--- src/rtl/jtframe_dump_ctrl.sv ---
// Frame-based sequencer that opens and closes the simulation waveform-dump
// window, counting frames on falling edges of vertical sync.
module jtframe_dump_ctrl #(
  parameter int CW      = 32,
  parameter int WAIT_DL = 1
) (
  input  logic          clk,
  input  logic          rst,
  input  logic          vs,
  input  logic          downloading,
  input  logic [CW-1:0] start_frame,
  input  logic [CW-1:0] dump_len,
  input  logic          stop_req,
  input  logic          rearm,
  output logic [CW-1:0] frame_cnt,
  output logic          dump_en,
  output logic          dump_start,
  output logic          dump_stop,
  output logic [1:0]    st
);

  typedef enum logic [1:0] {
    S_WAIT = 2'd0,
    S_ARM  = 2'd1,
    S_DUMP = 2'd2,
    S_DONE = 2'd3
  } state_t;

  localparam bit     USE_DL = (WAIT_DL != 0);
  localparam state_t RST_ST = USE_DL ? S_WAIT : S_ARM;

  state_t        st_q, st_n;
  logic          vs_l, dl_l;
  logic          vs_fall, dl_fall, dl_rise;
  logic [CW-1:0] start_l, start_l_n;
  logic [CW-1:0] len_l, len_l_n;
  logic [CW-1:0] rem_q, rem_n;
  logic          en_n, start_n, stop_n;

  assign vs_fall = vs_l & ~vs;
  assign dl_fall = dl_l & ~downloading;
  assign dl_rise = ~dl_l & downloading;
  assign st      = st_q;

  always_comb begin
    st_n      = st_q;
    en_n      = dump_en;
    start_n   = 1'b0;
    stop_n    = 1'b0;
    rem_n     = rem_q;
    start_l_n = start_l;
    len_l_n   = len_l;
    if (USE_DL && dl_rise) begin
      // a new download invalidates any window in progress
      st_n   = S_WAIT;
      en_n   = 1'b0;
      stop_n = (st_q == S_DUMP);
    end else if (stop_req && st_q != S_DONE) begin
      st_n   = S_DONE;
      en_n   = 1'b0;
      stop_n = (st_q == S_DUMP);
    end else begin
      unique case (st_q)
        S_WAIT: begin
          if (dl_fall) begin
            st_n      = S_ARM;
            start_l_n = start_frame;
            len_l_n   = dump_len;
          end
        end
        S_ARM: begin
          if (vs_fall && frame_cnt >= start_l) begin
            st_n    = S_DUMP;
            en_n    = 1'b1;
            start_n = 1'b1;
            rem_n   = len_l;
          end
        end
        S_DUMP: begin
          // len_l == 0 keeps the window open indefinitely
          if (vs_fall && len_l != '0) begin
            if (rem_q == CW'(1)) begin
              st_n   = S_DONE;
              en_n   = 1'b0;
              stop_n = 1'b1;
            end else begin
              rem_n = rem_q - CW'(1);
            end
          end
        end
        S_DONE: begin
          if (rearm) begin
            st_n      = S_ARM;
            start_l_n = start_frame;
            len_l_n   = dump_len;
          end
        end
      endcase
    end
  end

  always_ff @(posedge clk or posedge rst) begin
    if (rst) begin
      st_q <= RST_ST;
    end else begin
      st_q <= st_n;
    end
  end

  always_ff @(posedge clk or posedge rst) begin
    if (rst) begin
      vs_l       <= 1'b0;
      dl_l       <= 1'b0;
      frame_cnt  <= '0;
      dump_en    <= 1'b0;
      dump_start <= 1'b0;
      dump_stop  <= 1'b0;
      rem_q      <= '0;
      start_l    <= USE_DL ? '0 : start_frame;
      len_l      <= USE_DL ? '0 : dump_len;
    end else begin
      vs_l       <= vs;
      dl_l       <= downloading;
      dump_en    <= en_n;
      dump_start <= start_n;
      dump_stop  <= stop_n;
      rem_q      <= rem_n;
      start_l    <= start_l_n;
      len_l      <= len_l_n;
      if (vs_fall) begin
        frame_cnt <= frame_cnt + CW'(1);
      end
    end
  end

endmodule

--- config.mk ---
export PLATFORM = sky130hd
export DESIGN_NAME = jtframe_dump_ctrl
export DESIGN_NICKNAME = d
export VERILOG_FILES = /design/src/rtl/jtframe_dump_ctrl.sv
export SDC_FILE = /design/constraint.sdc
export NUM_CORES = 1
export LEC_CHECK = 0
export ABC_CLOCK_PERIOD_IN_PS = 6700
export BUFFER_PORTS_ARGS = -buffer_cell sky130_fd_sc_hd__buf_2
export CAP_MARGIN = 20
export CELL_PAD_IN_SITES_DETAIL_PLACEMENT = 0
export CELL_PAD_IN_SITES_GLOBAL_PLACEMENT = 2
export CORE_AREA = 2 2 139 141
export DETAILED_ROUTE_END_ITERATION = 12
export DIE_AREA = 0 0 141 143
export PLACE_DENSITY = 0.86
export SLEW_MARGIN = 20
export SYNTH_ARGS = -nofsm -noshare
export SYNTH_HDL_FRONTEND = slang
export SYNTH_SLANG_ARGS = --single-unit
--- constraint.sdc ---
create_clock -name clk -period 6.7 [get_ports clk]
set_input_delay 1.34 -clock clk [delete_from_list [all_inputs] [get_ports clk]]
set_output_delay 1.34 -clock clk [all_outputs]
set_load 0.02 [all_outputs]
==> flow_results.org, run 1 <==
** Outcome
- The run finished with clean final reports.

** Clock tree
- Buffers inserted to repair hold after CTS numbered 0.
- The clock passes through at most 2 buffers.
- CTS Root Cell :: sky130_fd_sc_hd__clkbuf_16
- Inserted Clock Buffers :: 17
- Clk Latency, worst-skew pair :: 0.42 ns
- The number of setup buffers added after CTS is 0.
- After clock tree synthesis, the clock-pin slew on the worst setup and hold paths is 0.06 ns.
- TritonCTS clock tree :: built
- Once the clock tree was built, the resizer swapped 0 gates to a different size.
- Number of clock sinks :: 135
- H-tree levels :: 4

** Synth
- Most used flip-flop cell after synthesis :: sky130_fd_sc_hd__dfrtp_1
- Post-synth design cell area :: 7210 µm²
- When the netlist entered floorplanning its net count stood at 840.
- Sequential element share of the synthesized area :: 46.9%
- For this run, the number of Yosys warnings is 0.
- A synthesized cell averages 9.92 µm².
- After synthesis the netlist holds a flip-flop and latch count of 135.
- Counting every instance in the synthesized netlist gives 727.
- In the synthesized netlist the async set-or-reset flop fraction comes to 100%.
- The synthesized netlist contains 60 unique library cells.
- Number of flops mapped to enable cells by yosys :: 0

** Drt
- Vias per std cell :: 5.40
- The final route contains 5785 vias.
- In the final routed layout, each cell accounts on average for 16.9 µm.
- Drt total wl :: 18100 µm
- The first detailed-routing pass ran for 5 iterations.
- In this run, the number of DRC markers left after iteration 0 of detailed routing was 323.
- For this run, design rule violations remaining after detail routing come to 0.
- Once detail routing completed, the nets flagged for antenna violations numbered 0.

** STA
- For the pin with the worst max-slew slack, the measured transition is 0.923 ns.
- Worst Hold Slack :: 0.525 ns
- Setup total negative slack :: 0 ns
- Part of the cycle the worst path needs :: 55.3%
- Worst Skew :: 0.0113 ns
- Setup slack on the critical path of the routed design comes to 3.00 ns.
- Number of setup violations in the final report :: 0
- Worst slew slack as a fraction of its limit :: 38.4%
- The total count of max-transition violations in the final report was 0.
- The final-report hold violation count was 0.
- Counting I/O delays and the setup requirement, the final critical path takes 3.70 ns.
- Setup repair after global routing left no endpoint under its margin.
- Highest clock frequency the design can meet :: 0.270 GHz

** Place
- Placement-stage worst setup slack :: 2.55 ns
- Instance area after placement :: 7950 µm²
- Detailed placement ended at an HPWL of 12900 µm.
- Number of buffers added on ports :: 106
- The congestion estimate from routability-driven global placement came to 0.812.
- In this run, placement finished with an instance count of 1039.

** Critical path
- Flop2flop setup slack :: 3.00 ns
- Delay contributed by the slowest stage of the critical path :: 0.59 ns
- The critical path in this run is classified as reg -> reg.
- Critical path peak fanout :: 72
- Crit path buffers/inverters :: 4
- Data required time of the worst path :: 7.00 ns
- Startpoint Class :: flip-flop
- In this design, the largest share of critical-path delay is due to buffers and inverters.
- STA classifies the critical path endpoint as a flip-flop.
- The largest individual stage delay along the critical path comes from the cell sky130_fd_sc_hd__buf_4.
- WP data arrival :: 4.00 ns
- Cells along the critical path :: inv_1 -> ha_2 -> buf_4 -> inv_1 -> nand3_1 -> o21ai_2 -> o21ai_4 -> buf_4 -> nor3b_1 -> a211o_1

** Final layout
- Count of placed standard cells in the final layout, fillers left out :: 1071
- Post-layout net count :: 937
- Most frequent standard cell in the layout excluding fill and tap cells :: sky130_fd_sc_hd__dfrtp_1
- In the final layout, flip-flops and latches occupy 3380 µm².
- Multi-input combinational cell area :: 3450 µm²
- # fillers :: 1747
- From synthesis to final layout, the design area changed by 18.5%.
- Leading cell types in the layout, fill and taps excluded :: 135 x sky130_fd_sc_hd__dfrtp_1, 106 x sky130_fd_sc_hd__buf_2, 67 x sky130_fd_sc_hd__nand2_1
- Summing all non-filler instances in the final layout gives an area of 8550 µm².
- Share of cells above drive strength 1 :: 23.3%
- Cells fill 46.0% of the core in the end.
- 0 antenna diodes ended up in the layout.

** Min path
- The tightest min-delay check is of the reg -> reg type.

** Power and ir drop
- The clock network is responsible for 26.4% of the overall power.
- Combinational logic is responsible for 34.2% of the overall power.
- The analysis attributes to cell leakage a power of 3.89 nW.
- Maximum vdd drop :: 195 µV
- Switching power :: 1.33 mW
- Int Power :: 2.22 mW
- Switching power as a share of total power :: 37.5%
- Overall power consumption after layout is estimated at 3.55 mW.
- Power density of the placed cells :: 415 nW/µm²
- Flop pwr share :: 39.4%

** Global route
- Combined global-route utilization of all metal layers :: 19.0%
- The via count of the first global-routing pass is 5847.
- For this run the aggregate overflow at the end of global routing stands at 0.
- Entering global routing, the biggest net connects 82 pins.
- The number of antenna violations at the first check in global routing is 1.
- Wire length of the first global-routing pass :: 30200 µm

** Run
- Max-cap violations :: 0

** Floorplanning
- The floorplan step set the die height to 143 µm.
- Number of rows in the core area :: 50
- Placeable core area :: 18600 µm²
- 107 I/O pins were placed.
- The initial utilization of the core area, before any placement, comes to 38.8%.
- The floorplan step defined a die boundary enclosing 20200 µm².
- The die is 141 µm wide.
-- registers in the layout, summed over array words and instances (netlist names) --
| name | flops |
|---|---|
| frame_cnt | 32 |
| rem_q | 32 |
| len_l | 32 |
| dump_stop | 1 |
| dump_en | 1 |
| dl_l | 1 |
| st | 2 |
| vs_l | 1 |
| dump_start | 1 |
| start_l | 32 |
-- cell type report --
type	instances	share of cell area (%)
Clock buffer	24	5.99
Multi-Input combinational cell	495	40.4
Inverter	64	2.84
Clock inverter	8	1.01
Sequential cell	135	39.5
Tap cell	234	3.43
Timing Repair Buffer	111	6.79
-- Yosys cell counts (6+ instances only) --
library cell                 n  share of area [%]
sky130_fd_sc_hd__nor3_1     34                2.4
sky130_fd_sc_hd__a21oi_1    23                1.6
sky130_fd_sc_hd__a211o_1     8               0.97
sky130_fd_sc_hd__dfrtp_1   135                 47
sky130_fd_sc_hd__xnor2_1    26                3.2
sky130_fd_sc_hd__nor4_1     17                1.5
sky130_fd_sc_hd__o21ai_0    43                3.0
sky130_fd_sc_hd__nand3_1    36                2.5
sky130_fd_sc_hd__mux2_2     33                5.2
sky130_fd_sc_hd__inv_1      64                3.3
sky130_fd_sc_hd__a221oi_1   13                1.6
sky130_fd_sc_hd__nor2_1     26                1.4
sky130_fd_sc_hd__nand4_1    13                1.1
sky130_fd_sc_hd__and3_1      9               0.78
sky130_fd_sc_hd__ha_1       43                7.5
sky130_fd_sc_hd__nor2b_1     6               0.52
sky130_fd_sc_hd__clkbuf_1   24                1.2
sky130_fd_sc_hd__or4_1       8               0.83
sky130_fd_sc_hd__o22ai_1    16                1.4
sky130_fd_sc_hd__nand2_1    67                3.5
-- per-layer routing --
| layer | vias to the layer above | GRT usage [%] | wire length, µm |
|---|---|---|---|
| met5 | - | 0 | 13 |
| met4 | 2 | 5.26 | 221 |
| met3 | 20 | 4.80 | 852 |
| met2 | 131 | 31.4 | 8720 |
| met1 | 2820 | 24.9 | 8330 |
| li1 | 2812 | - | - |
-- final timing paths --
path | start | end | depth (start not counted)
min in group asynchronous | rst | len_l[16]$_DFFE_PP0P_ | 2
hold / removal | frame_cnt[17]$_DFFE_PP0P_ | frame_cnt[17]$_DFFE_PP0P_ | 1
setup / recovery | st[0]$_DFFE_PP0P_ | rem_q[2]$_DFFE_PP0P_ | 10
hold reg to reg | frame_cnt[17]$_DFFE_PP0P_ | frame_cnt[17]$_DFFE_PP0P_ | 1
setup reg to reg | st[0]$_DFFE_PP0P_ | rem_q[2]$_DFFE_PP0P_ | 10
max in group asynchronous | rst | start_l[23]$_DFFE_PP0P_ | 3
-- worst register-to-register path: stages (launching register included) --
cell and delay [ns]:
sky130_fd_sc_hd__dfrtp_1 0.46, sky130_fd_sc_hd__inv_1 0.12, sky130_fd_sc_hd__ha_2 0.17, sky130_fd_sc_hd__buf_4 0.51, sky130_fd_sc_hd__inv_1 0.60, sky130_fd_sc_hd__nand3_1 0.24
sky130_fd_sc_hd__o21ai_2 0.29, sky130_fd_sc_hd__o21ai_4 0.13, sky130_fd_sc_hd__buf_4 0.59, sky130_fd_sc_hd__nor3b_1 0.19, sky130_fd_sc_hd__a211o_1 0.29
-- logic make-up after synthesis --
kind of cell	count (synthesis)	share of synthesized area [%]
compound gates	141	13.4
xor+xnor	31	3.77
fa+ha+maj	43	7.46
buf+inv	97	5.45
flops	135	46.9
mux	35	5.43
simple gates	245	17.6
-- power by group through the flow --
stage,Combinational [mW],Clock [mW],Sequential (mW)
finish,1.21,0.937,1.40
global route,1.39,0.996,1.44
CTS,1.23,0.958,1.40
detailed placement,1.22,0,1.40
global placement,1.17,0,1.40
floorplan,0.930,0,1.35
(Power assumes the default switching activity.)
==> run 2: changes to the inputs <==
==> config.mk (replaced) <==
export PLATFORM = sky130hd
export DESIGN_NAME = jtframe_dump_ctrl
export DESIGN_NICKNAME = d
export VERILOG_FILES = /design/src/rtl/jtframe_dump_ctrl.sv
export SDC_FILE = /design/constraint.sdc
export NUM_CORES = 1
export LEC_CHECK = 0
export ABC_CLOCK_PERIOD_IN_PS = 3480
export BUFFER_PORTS_ARGS = -buffer_cell sky130_fd_sc_hd__buf_2
export CAP_MARGIN = 20
export CELL_PAD_IN_SITES_DETAIL_PLACEMENT = 0
export CELL_PAD_IN_SITES_GLOBAL_PLACEMENT = 2
export CORE_AREA = 2 2 145 147
export DETAILED_ROUTE_END_ITERATION = 12
export DIE_AREA = 0 0 147 149
export PLACE_DENSITY = 0.8
export SLEW_MARGIN = 20
export SYNTH_ARGS = -nofsm -noshare
export SYNTH_HDL_FRONTEND = slang
export SYNTH_SLANG_ARGS = --single-unit
==> constraint.sdc (replaced) <==
create_clock -name clk -period 3.48 [get_ports clk]
set_input_delay 0.696 -clock clk [delete_from_list [all_inputs] [get_ports clk]]
set_output_delay 0.696 -clock clk [all_outputs]
set_load 0.02 [all_outputs]
==> run 2 against run 1 <==
Clock-buffer cell count decreased by 7. Via count fell by 1.7%. Clock skew rose by 0.0026 ns. Die area grew 8.6%. Register-to-register slack lost 2.6 ns. Final cell count grew 4.7%. Non-clock buffer count increased by 9. Combinational power rose by 94%. Worst setup slack got worse by 2.6 ns. First-iteration DRC count is 15% lower. Clock power grew 100%. Sequential power rose by 94%. Highest routed layer is now met4.
==> flow_results.org, run 2 (same netlist as run 1, synthesis figures left out) <==
** Outcome
- Status :: completed

** Global route
- Leftover overflow at the end of global routing :: 0
- Entering global routing, the biggest net connects 82 pins.
- Initial antenna violation count :: 2
- Met1 track utilization from global routing :: 23.8%
- Wire length of the first global-routing pass :: 30000 µm
- Combined global-route utilization of all metal layers :: 17.4%
- Layer with the highest usage :: met2
- The via count of the first global-routing pass came to 5646.
- Met3 track utilization from global routing :: 4.28%
- Grt met2 use :: 27.4%

** Floorplanning
- After floorplanning, the core was sized to cover 20600 µm².
- IO Count :: 107
- Die W :: 147 µm
- Row generation in the floorplan step produced 53 rows.
- Die area :: 21900 µm²
- Initial cell density of the core :: 35.1%
- Die Y-Extent :: 149 µm

** Clock tree
- The tree is rooted in a sky130_fd_sc_hd__clkbuf_16.
- Number of clock sinks :: 135
- Clk Latency, worst-skew pair :: 0.42 ns
- Inserted Clock Buffers :: 17
- H-tree levels :: 4
- After clock tree synthesis, the clock-pin slew on the worst setup and hold paths is 0.06 ns.
- TritonCTS built the clock tree.
- After clock tree synthesis, the flow added hold-fix buffers numbering 0.
- Post-CTS repair changed the size of 0 cells.
- CTS max path bufs :: 2
- Once the clock tree was built, the setup fixing pass inserted 0 buffers.

** STA
- Part of the cycle the worst path needs :: 90.0%
- Worst slew slack as a fraction of its limit :: 43.8%
- Worst Skew :: 0.0139 ns
- Worst Hold Slack :: 0.382 ns
- Setup total negative slack :: 0 ns
- Timing would allow up to 0.319 GHz.
- The final-report hold violation count came to 0.
- Final critical delay including setup and external delays :: 3.13 ns
- Number of setup violations in the final report :: 0
- The total count of max-transition violations in the final report was 0.
- Setup repair after global routing left no endpoint under its margin.
- Actual transition at the worst max-transition pin :: 0.839 ns

** Final layout
- After routing the design area is 8720 µm².
- Multi-input combinational cell area :: 3450 µm²
- # fillers :: 2046
- Leading cell types in the layout, fill and taps excluded :: 135 x sky130_fd_sc_hd__dfrtp_1, 106 x sky130_fd_sc_hd__buf_2, 67 x sky130_fd_sc_hd__nand2_1
- Most frequent standard cell in the layout excluding fill and tap cells :: sky130_fd_sc_hd__dfrtp_1
- Area of all sequential standard cells :: 3380 µm²
- In the final layout, the share of cells above drive strength 1 is 24.2%.
- Layout overhead on the synthesized area :: 21.0%
- Post-layout net count :: 946
- Total inserted antenna cells :: 0
- Measured on the finished design, the core utilization comes to 42.4%.

** Critical path
- Data on the critical path is required at its endpoint by 3.78 ns.
- Worst setup path startpoint :: rem_q[14]$_DFFE_PP0P_
- STA classifies the critical path endpoint as a flip-flop.
- The most critical setup path has its endpoint at rem_q[23]$_DFFE_PP0P_.
- For the worst flop-to-flop path, the logic depth is 8.
- In this run the critical register-to-register path is captured at rem_q[23]$_DFFE_PP0P_.
- Across all register-to-register paths, the minimum setup slack is 0.35 ns.
- STA puts the critical path data arrival time at 3.43 ns.
- Worst R2R Start :: rem_q[14]$_DFFE_PP0P_
- CP Class :: reg -> reg
- Startpoint Class :: flip-flop
- Along the worst path, the maximum fanout reaches 21.

** Drt
- Antenna violation net count after detailed routing :: 0
- The routed layout has 5685 vias.
- Residual DRC count :: 0
- After the first detailed-routing iteration, the DRC count stood at 273.
- Before antenna repair, the detailed router went through 4 iterations.
- Per-cell routed wire length :: 16.2 µm
- Dividing the detail-routed via count by the number of cells gives 5.07.
- Drt total wl :: 18200 µm

** Place
- In this run the tool buffered the top-level ports with 106 buffer cells.
- DP Wirelength :: 13100 µm
- In this run the cell area measured after placement is 8100 µm².
- Routability-driven placement finished with a final weighted congestion of 0.736.

** Run
- The tool flagged a number of max-cap violations equal to 0.

** Min path
- Class of the tightest hold or removal check :: in -> async

** Power and ir drop
- Dividing total power by cell area gives a power density of 801 nW/µm².
- The worst-case IR drop observed on VDD is 334 µV.
- In this run the static leakage power is 3.98 nW.
-- run 2: cell types whose count changed in the layout (fill, tap and decap cells not counted), sizes merged --
cell,before,now
buf,111,120
clkbuf,24,17
clkinv,1,6
bufinv,1,4
clkinvlp,4,2
inv,66,67
-- run 2: report_power, final --
group | internal, mW | switching, mW
sequential | 2.17 | 0.547
combinational | 1.04 | 1.32
clock | 1.20 | 0.717
total | 4.41 | 2.58
-- run 2: final cells by class --
| type | instances | area share (%) |
|---|---|---|
| multi-input cells | 495 | 39.5 |
| flip-flops and latches | 135 | 38.7 |
| repair buffers | 120 | 7.86 |
| clock buffers | 17 | 4.88 |
| well taps | 275 | 3.94 |
| inverters | 64 | 2.80 |
| clock inverters | 15 | 2.29 |
-- run 2: how the worst min path moves through the flow --
stage	startpoint	endpoint	slack (ns)	cells after the start
5_1_grt	downloading	dl_l$_DFF_PP0_	0.40	1
3_5_place_dp	frame_cnt[31]$_DFFE_PP0P_	frame_cnt[31]$_DFFE_PP0P_	0.48	1
3_3_place_gp	frame_cnt[31]$_DFFE_PP0P_	frame_cnt[31]$_DFFE_PP0P_	0.48	1
6_report	rst	start_l[22]$_DFFE_PP0P_	0.38	2
2_1_floorplan	start_l[0]$_DFFE_PP0P_	start_l[0]$_DFFE_PP0P_	0.48	1
4_1_cts	rst	start_l[27]$_DFFE_PP0P_	0.39	2
-- run 2: critical path, cell delays in order, from the launching register on --
cell and delay (ns):
sky130_fd_sc_hd__dfrtp_1 0.41, sky130_fd_sc_hd__or4_1 0.59, sky130_fd_sc_hd__or4_4 0.55, sky130_fd_sc_hd__nor4_4 0.38, sky130_fd_sc_hd__o21ai_2 0.14, sky130_fd_sc_hd__o21ai_4 0.25
sky130_fd_sc_hd__buf_4 0.34, sky130_fd_sc_hd__nor4_1 0.08, sky130_fd_sc_hd__a211o_1 0.28
-- run 2: per-stage QoR --
stage               power, mW  instances  worst slack (ns)
floorplan                4.39        727             0.772
finish                   6.99       1121             0.349
CTS                      7.08       1121             0.344
detailed placement       5.12       1089             0.269
global route             7.53       1121            0.0869
global placement         5.08       1089             0.385
-- run 2: metal layers --
layer | vias to the layer above | wire length (µm)
met5 | - | 0
met4 | 0 | 122
met3 | 6 | 833
met2 | 113 | 8570
met1 | 2732 | 8670
li1 | 2834 | -
==> run 3: changes to the inputs <==
==> config.mk (replaced) <==
export PLATFORM = sky130hd
export DESIGN_NAME = jtframe_dump_ctrl
export DESIGN_NICKNAME = d
export VERILOG_FILES = /design/src/rtl/jtframe_dump_ctrl.sv
export SDC_FILE = /design/constraint.sdc
export NUM_CORES = 1
export LEC_CHECK = 0
export ABC_AREA = 1
export ABC_CLOCK_PERIOD_IN_PS = 4000
export BUFFER_PORTS_ARGS = -buffer_cell sky130_fd_sc_hd__buf_2
export CAP_MARGIN = 20
export CELL_PAD_IN_SITES_DETAIL_PLACEMENT = 0
export CELL_PAD_IN_SITES_GLOBAL_PLACEMENT = 2
export CORE_AREA = 2 2 149 151
export DETAILED_ROUTE_END_ITERATION = 12
export DIE_AREA = 0 0 151 153
export PLACE_DENSITY = 0.86
export SLEW_MARGIN = 20
export SYNTH_ARGS = -nofsm -noshare
export SYNTH_HDL_FRONTEND = slang
export SYNTH_SLANG_ARGS = --single-unit
==> constraint.sdc (replaced) <==
create_clock -name clk -period 4 [get_ports clk]
set_input_delay 0.8 -clock clk [delete_from_list [all_inputs] [get_ports clk]]
set_output_delay 0.8 -clock clk [all_outputs]
set_load 0.02 [all_outputs]
==> run 3 against run 2 <==
Combinational power up 8%. Critical endpoint is now rem_q[8]$_DFFE_PP0P_. Register-to-register slack better by 1.0 ns. Sequential power down 17%. Synthesized area up 8.4%. Global-route usage down 0.15 points. Non-clock buffer count down 7. Clock-buffer cell count up 4. Die area up 5.5%. Largest power group is now combinational cells. Synthesized cell count up 34%. Final cell count up 22%. Highest routed layer is now met5.
==> flow_results.org, run 3 <==
** Global route
- The first global-routing pass estimated 31500 µm of wire.
- Global routing used 17.2% of the available tracks.
- Leftover overflow at the end of global routing :: 0
- Entering global routing, the biggest net connects 91 pins.
- The via count of the first global-routing pass came to 6424.
- The number of antenna violations at the first check in global routing was 2.

** Final layout
- Registers take 3380 µm².
- Layout overhead on the synthesized area :: 18.7%
- Summing all multi-input logic gate instances after layout gives 3770 µm².
- The net count of the finished layout is 1192.
- Counting the fill cells in the layout gives 2261.
- Leading cell types in the layout, fill and taps excluded :: 181 x sky130_fd_sc_hd__nand2_1, 143 x sky130_fd_sc_hd__nor2_1, 135 x sky130_fd_sc_hd__dfrtp_1
- Of the cells placed in the final design, the portion with a size suffix greater than 1 is 19.0%.
- Most frequent standard cell in the layout excluding fill and tap cells :: sky130_fd_sc_hd__nand2_1
- Final Instance Area :: 9270 µm²

** Drt
- Vias per std cell :: 4.66
- Summed over all layers, the routed wires come to 18600 µm.
- Overall via count from detail_route :: 6405
- The count of nets left with antenna violations once routing finished came out at 0.
- Per-cell routed wire length :: 13.6 µm
- Iteration-0 DRC Markers :: 275
- Before antenna repair, the detailed router went through 4 iterations.
- In the routed design, unresolved DRC markers number 0.

** Place
- Once placement finished, the instance area stood at 8610 µm².
- Placement-stage worst setup slack :: 1.38 ns
- Weighted congestion at the end of routability-driven global placement :: 0.750
- Number of buffers added on ports :: 106
- Detailed placement ended at an HPWL of 13500 µm.

** Power and ir drop
- Leakage component of the power :: 4.86 nW
- Power density of the placed cells :: 707 nW/µm²
- Maximum vdd drop :: 317 µV

** STA
- The total count of max-transition violations in the final report is 0.
- The worst path in the final design needs a cycle of 2.63 ns, including I/O delays and setup.
- Worst slew slack as a fraction of its limit :: 38.6%
- Actual transition at the worst max-transition pin :: 0.921 ns
- Worst Skew :: 0.0101 ns
- Setup slack of the critical path after layout :: 1.37 ns
- For the final routed database, the setup TNS stands at 0 ns.
- Setup violations remaining at the end of the flow were counted as 0.
- Timing would allow up to 0.380 GHz.
- The final-report hold violation count is 0.
- Part of the cycle the worst path needs :: 65.8%
- Setup repair after global routing missed its margin :: no

** Clock tree
- Inserted Clock Buffers :: 17
- TritonCTS built the clock tree.
- After clock tree synthesis, the flow added hold-fix buffers numbering 0.
- CTS saw 135 sinks.
- H-tree levels :: 4
- Clk Latency, worst-skew pair :: 0.43 ns
- CTS Root Cell :: sky130_fd_sc_hd__clkbuf_16
- Clock transition at the registers of the reported paths :: 0.06 ns
- No sink is reached through more buffers than the 2 on the longest clock path.
- Resized cells post-CTS :: 0
- Post-CTS setup buffers :: 0

** Synth
- Number of instances in the synthesized netlist :: 973
- Yosys warning count :: 0
- Number of flops mapped to enable cells by yosys :: 0
- sky130_fd_sc_hd__dfrtp_1 takes more of the synthesized area than any other cell.
- Summing the sequential cell areas from Yosys gives 43.2% of the chip area.
- By count the netlist is led by 181 x sky130_fd_sc_hd__nand2_1, 143 x sky130_fd_sc_hd__nor2_1, 135 x sky130_fd_sc_hd__dfrtp_1, 135 x sky130_fd_sc_hd__inv_1, 81 x sky130_fd_sc_hd__a21oi_1.
- Post-synth top area share :: 43.2%
- Among all flip-flop cells after synthesis, the most frequent one is sky130_fd_sc_hd__dfrtp_1.
- Yosys mapped the design onto 37 distinct sky130hd cell types.
- Post-synthesis net count :: 1086
- Avg Cell Area, Syn :: 8.03 µm²
- Ranked by total cell area, the synthesized netlist is headed by sky130_fd_sc_hd__dfrtp_1 43%, sky130_fd_sc_hd__nand2_1 8.7%, sky130_fd_sc_hd__ha_1 6.9%, sky130_fd_sc_hd__nor2_1 6.9%, sky130_fd_sc_hd__inv_1 6.5%.
- Post-synth design cell area :: 7810 µm²
- Synthesized flop and latch total :: 135
- By instance count, the leading cell after synthesis is sky130_fd_sc_hd__nand2_1.
- Async set or reset register ratio after synthesis :: 100%

** Min path
- Worst min-delay path startpoint :: rem_q[1]$_DFFE_PP0P_
- The path class of the tightest hold or removal check is reg -> reg.
- The worst hold path was traced through 2 stages.
- For hold timing, the worst endpoint is rem_q[1]$_DFFE_PP0P_.

** Critical path
- Data arrives at the worst endpoint at 2.97 ns.
- The endpoint identified for the worst register-to-register timing path is rem_q[8]$_DFFE_PP0P_.
- The worst setup path is captured at a flip-flop.
- Worst R2R Start :: frame_cnt[7]$_DFFE_PP0P_
- Startpoint Class :: flip-flop
- At the worst endpoint, the required time is 4.34 ns.
- Flop2flop setup slack :: 1.37 ns
- Of all nets on the critical path, the largest fanout is 64.
- CP Class :: reg -> reg
- Worst Reg2Reg Path Length in Cells :: 14

** Floorplanning
- Measured along the x axis, the die boundary spans 151 µm.
- Placeable core area :: 21500 µm²
- Initial cell density of the core :: 36.4%
- Die Y-Extent :: 153 µm
- Number of rows in the core area :: 54
- Die area :: 23100 µm²
- IO Count :: 107

** Outcome
- The run finished with clean final reports.

** Run
- Max-cap violations :: 0
## run 3: cell count changes after synthesis, sizes merged, moves of 10 or more
| cell | previous run | this run |
|---|---|---|
| a21oi | 23 | 81 |
| a221oi | 18 | 0 |
| clkbuf | 24 | 8 |
| inv | 64 | 135 |
| mux2 | 33 | 8 |
| nand2 | 67 | 184 |
| nor2 | 26 | 150 |
| nor3 | 34 | 19 |
| nor4 | 18 | 8 |
| o21ai | 50 | 62 |
| o22ai | 16 | 1 |
| xor2 | 5 | 24 |
## run 3: logic make-up after synthesis
| group | count (synthesis) | share of synthesized area [%] |
|---|---|---|
| adders and majority gates | 43 | 6.89 |
| xor gates and xnor gates | 41 | 4.60 |
| DFF | 135 | 43.2 |
| AOI/OAI and AO/OA | 154 | 11.7 |
| muxes | 8 | 1.15 |
| buffers and inverters | 161 | 8.49 |
| and+or+nand+nor | 431 | 24.0 |
## run 3: stage by stage
step	util [%]	std cells	hold WS, ns	total power [mW]
floorplan	-	973	0.455	4.26
global placement	40.1	1340	0.467	4.80
global route	43.2	1372	0.502	7.17
finish	43.2	1373	0.484	6.56
CTS	43.2	1372	0.487	6.69
detailed placement	40.1	1340	0.472	4.86
## run 3: final cells by class
class | instances | area share [%]
Clock buffer | 21 | 5.07
Inverter | 135 | 5.50
Multi-Input combinational cell | 677 | 40.7
Tap cell | 280 | 3.78
Timing Repair Buffer | 113 | 6.42
Clock inverter | 11 | 2.09
Antenna cell | 1 | 0.0270
Sequential cell | 135 | 36.4
## run 3: power breakdown
part	internal (mW)	leakage, nW	switching, mW
sequential	1.88	1.57	0.376
clock	1.16	0.324	0.622
combinational	0.946	2.97	1.58
## run 3: how the worst max path moves through the flow
stage / start / end / slack, ns
CTS: frame_cnt[5]$_DFFE_PP0P_ / rem_q[21]$_DFFE_PP0P_ / 1.35
global route: frame_cnt[5]$_DFFE_PP0P_ / rem_q[3]$_DFFE_PP0P_ / 1.09
detailed placement: downloading / len_l[1]$_DFFE_PP0P_ / 1.38
floorplan: rst / dl_l$_DFF_PP0_ / 1.52
global placement: downloading / len_l[25]$_DFFE_PP0P_ / 1.39
finish: frame_cnt[7]$_DFFE_PP0P_ / rem_q[8]$_DFFE_PP0P_ / 1.37
## run 3: worst max-delay path: stages, from the launching register on
cell and delay (ns):
sky130_fd_sc_hd__dfrtp_1 0.46, sky130_fd_sc_hd__ha_1 0.34, sky130_fd_sc_hd__a21o_1 0.18, sky130_fd_sc_hd__nor2_1 0.10, sky130_fd_sc_hd__nand2_1 0.07, sky130_fd_sc_hd__nand2_1 0.06
sky130_fd_sc_hd__nand2_1 0.08, sky130_fd_sc_hd__nand2_1 0.08, sky130_fd_sc_hd__nand2_1 0.05, sky130_fd_sc_hd__nand2_1 0.10, sky130_fd_sc_hd__nand2_1 0.08, sky130_fd_sc_hd__nand3_2 0.06
sky130_fd_sc_hd__buf_4 0.60, sky130_fd_sc_hd__nand2_1 0.14, sky130_fd_sc_hd__o21ai_2 0.10
## run 3: routing by layer
metal  track usage [%]  wire length, µm  vias up
met5                 0               13        -
met4              3.83              173        2
met3              4.42              630       14
met1              21.2             8320     2982
met2              30.2             9480       75
li1                  -                -     3332
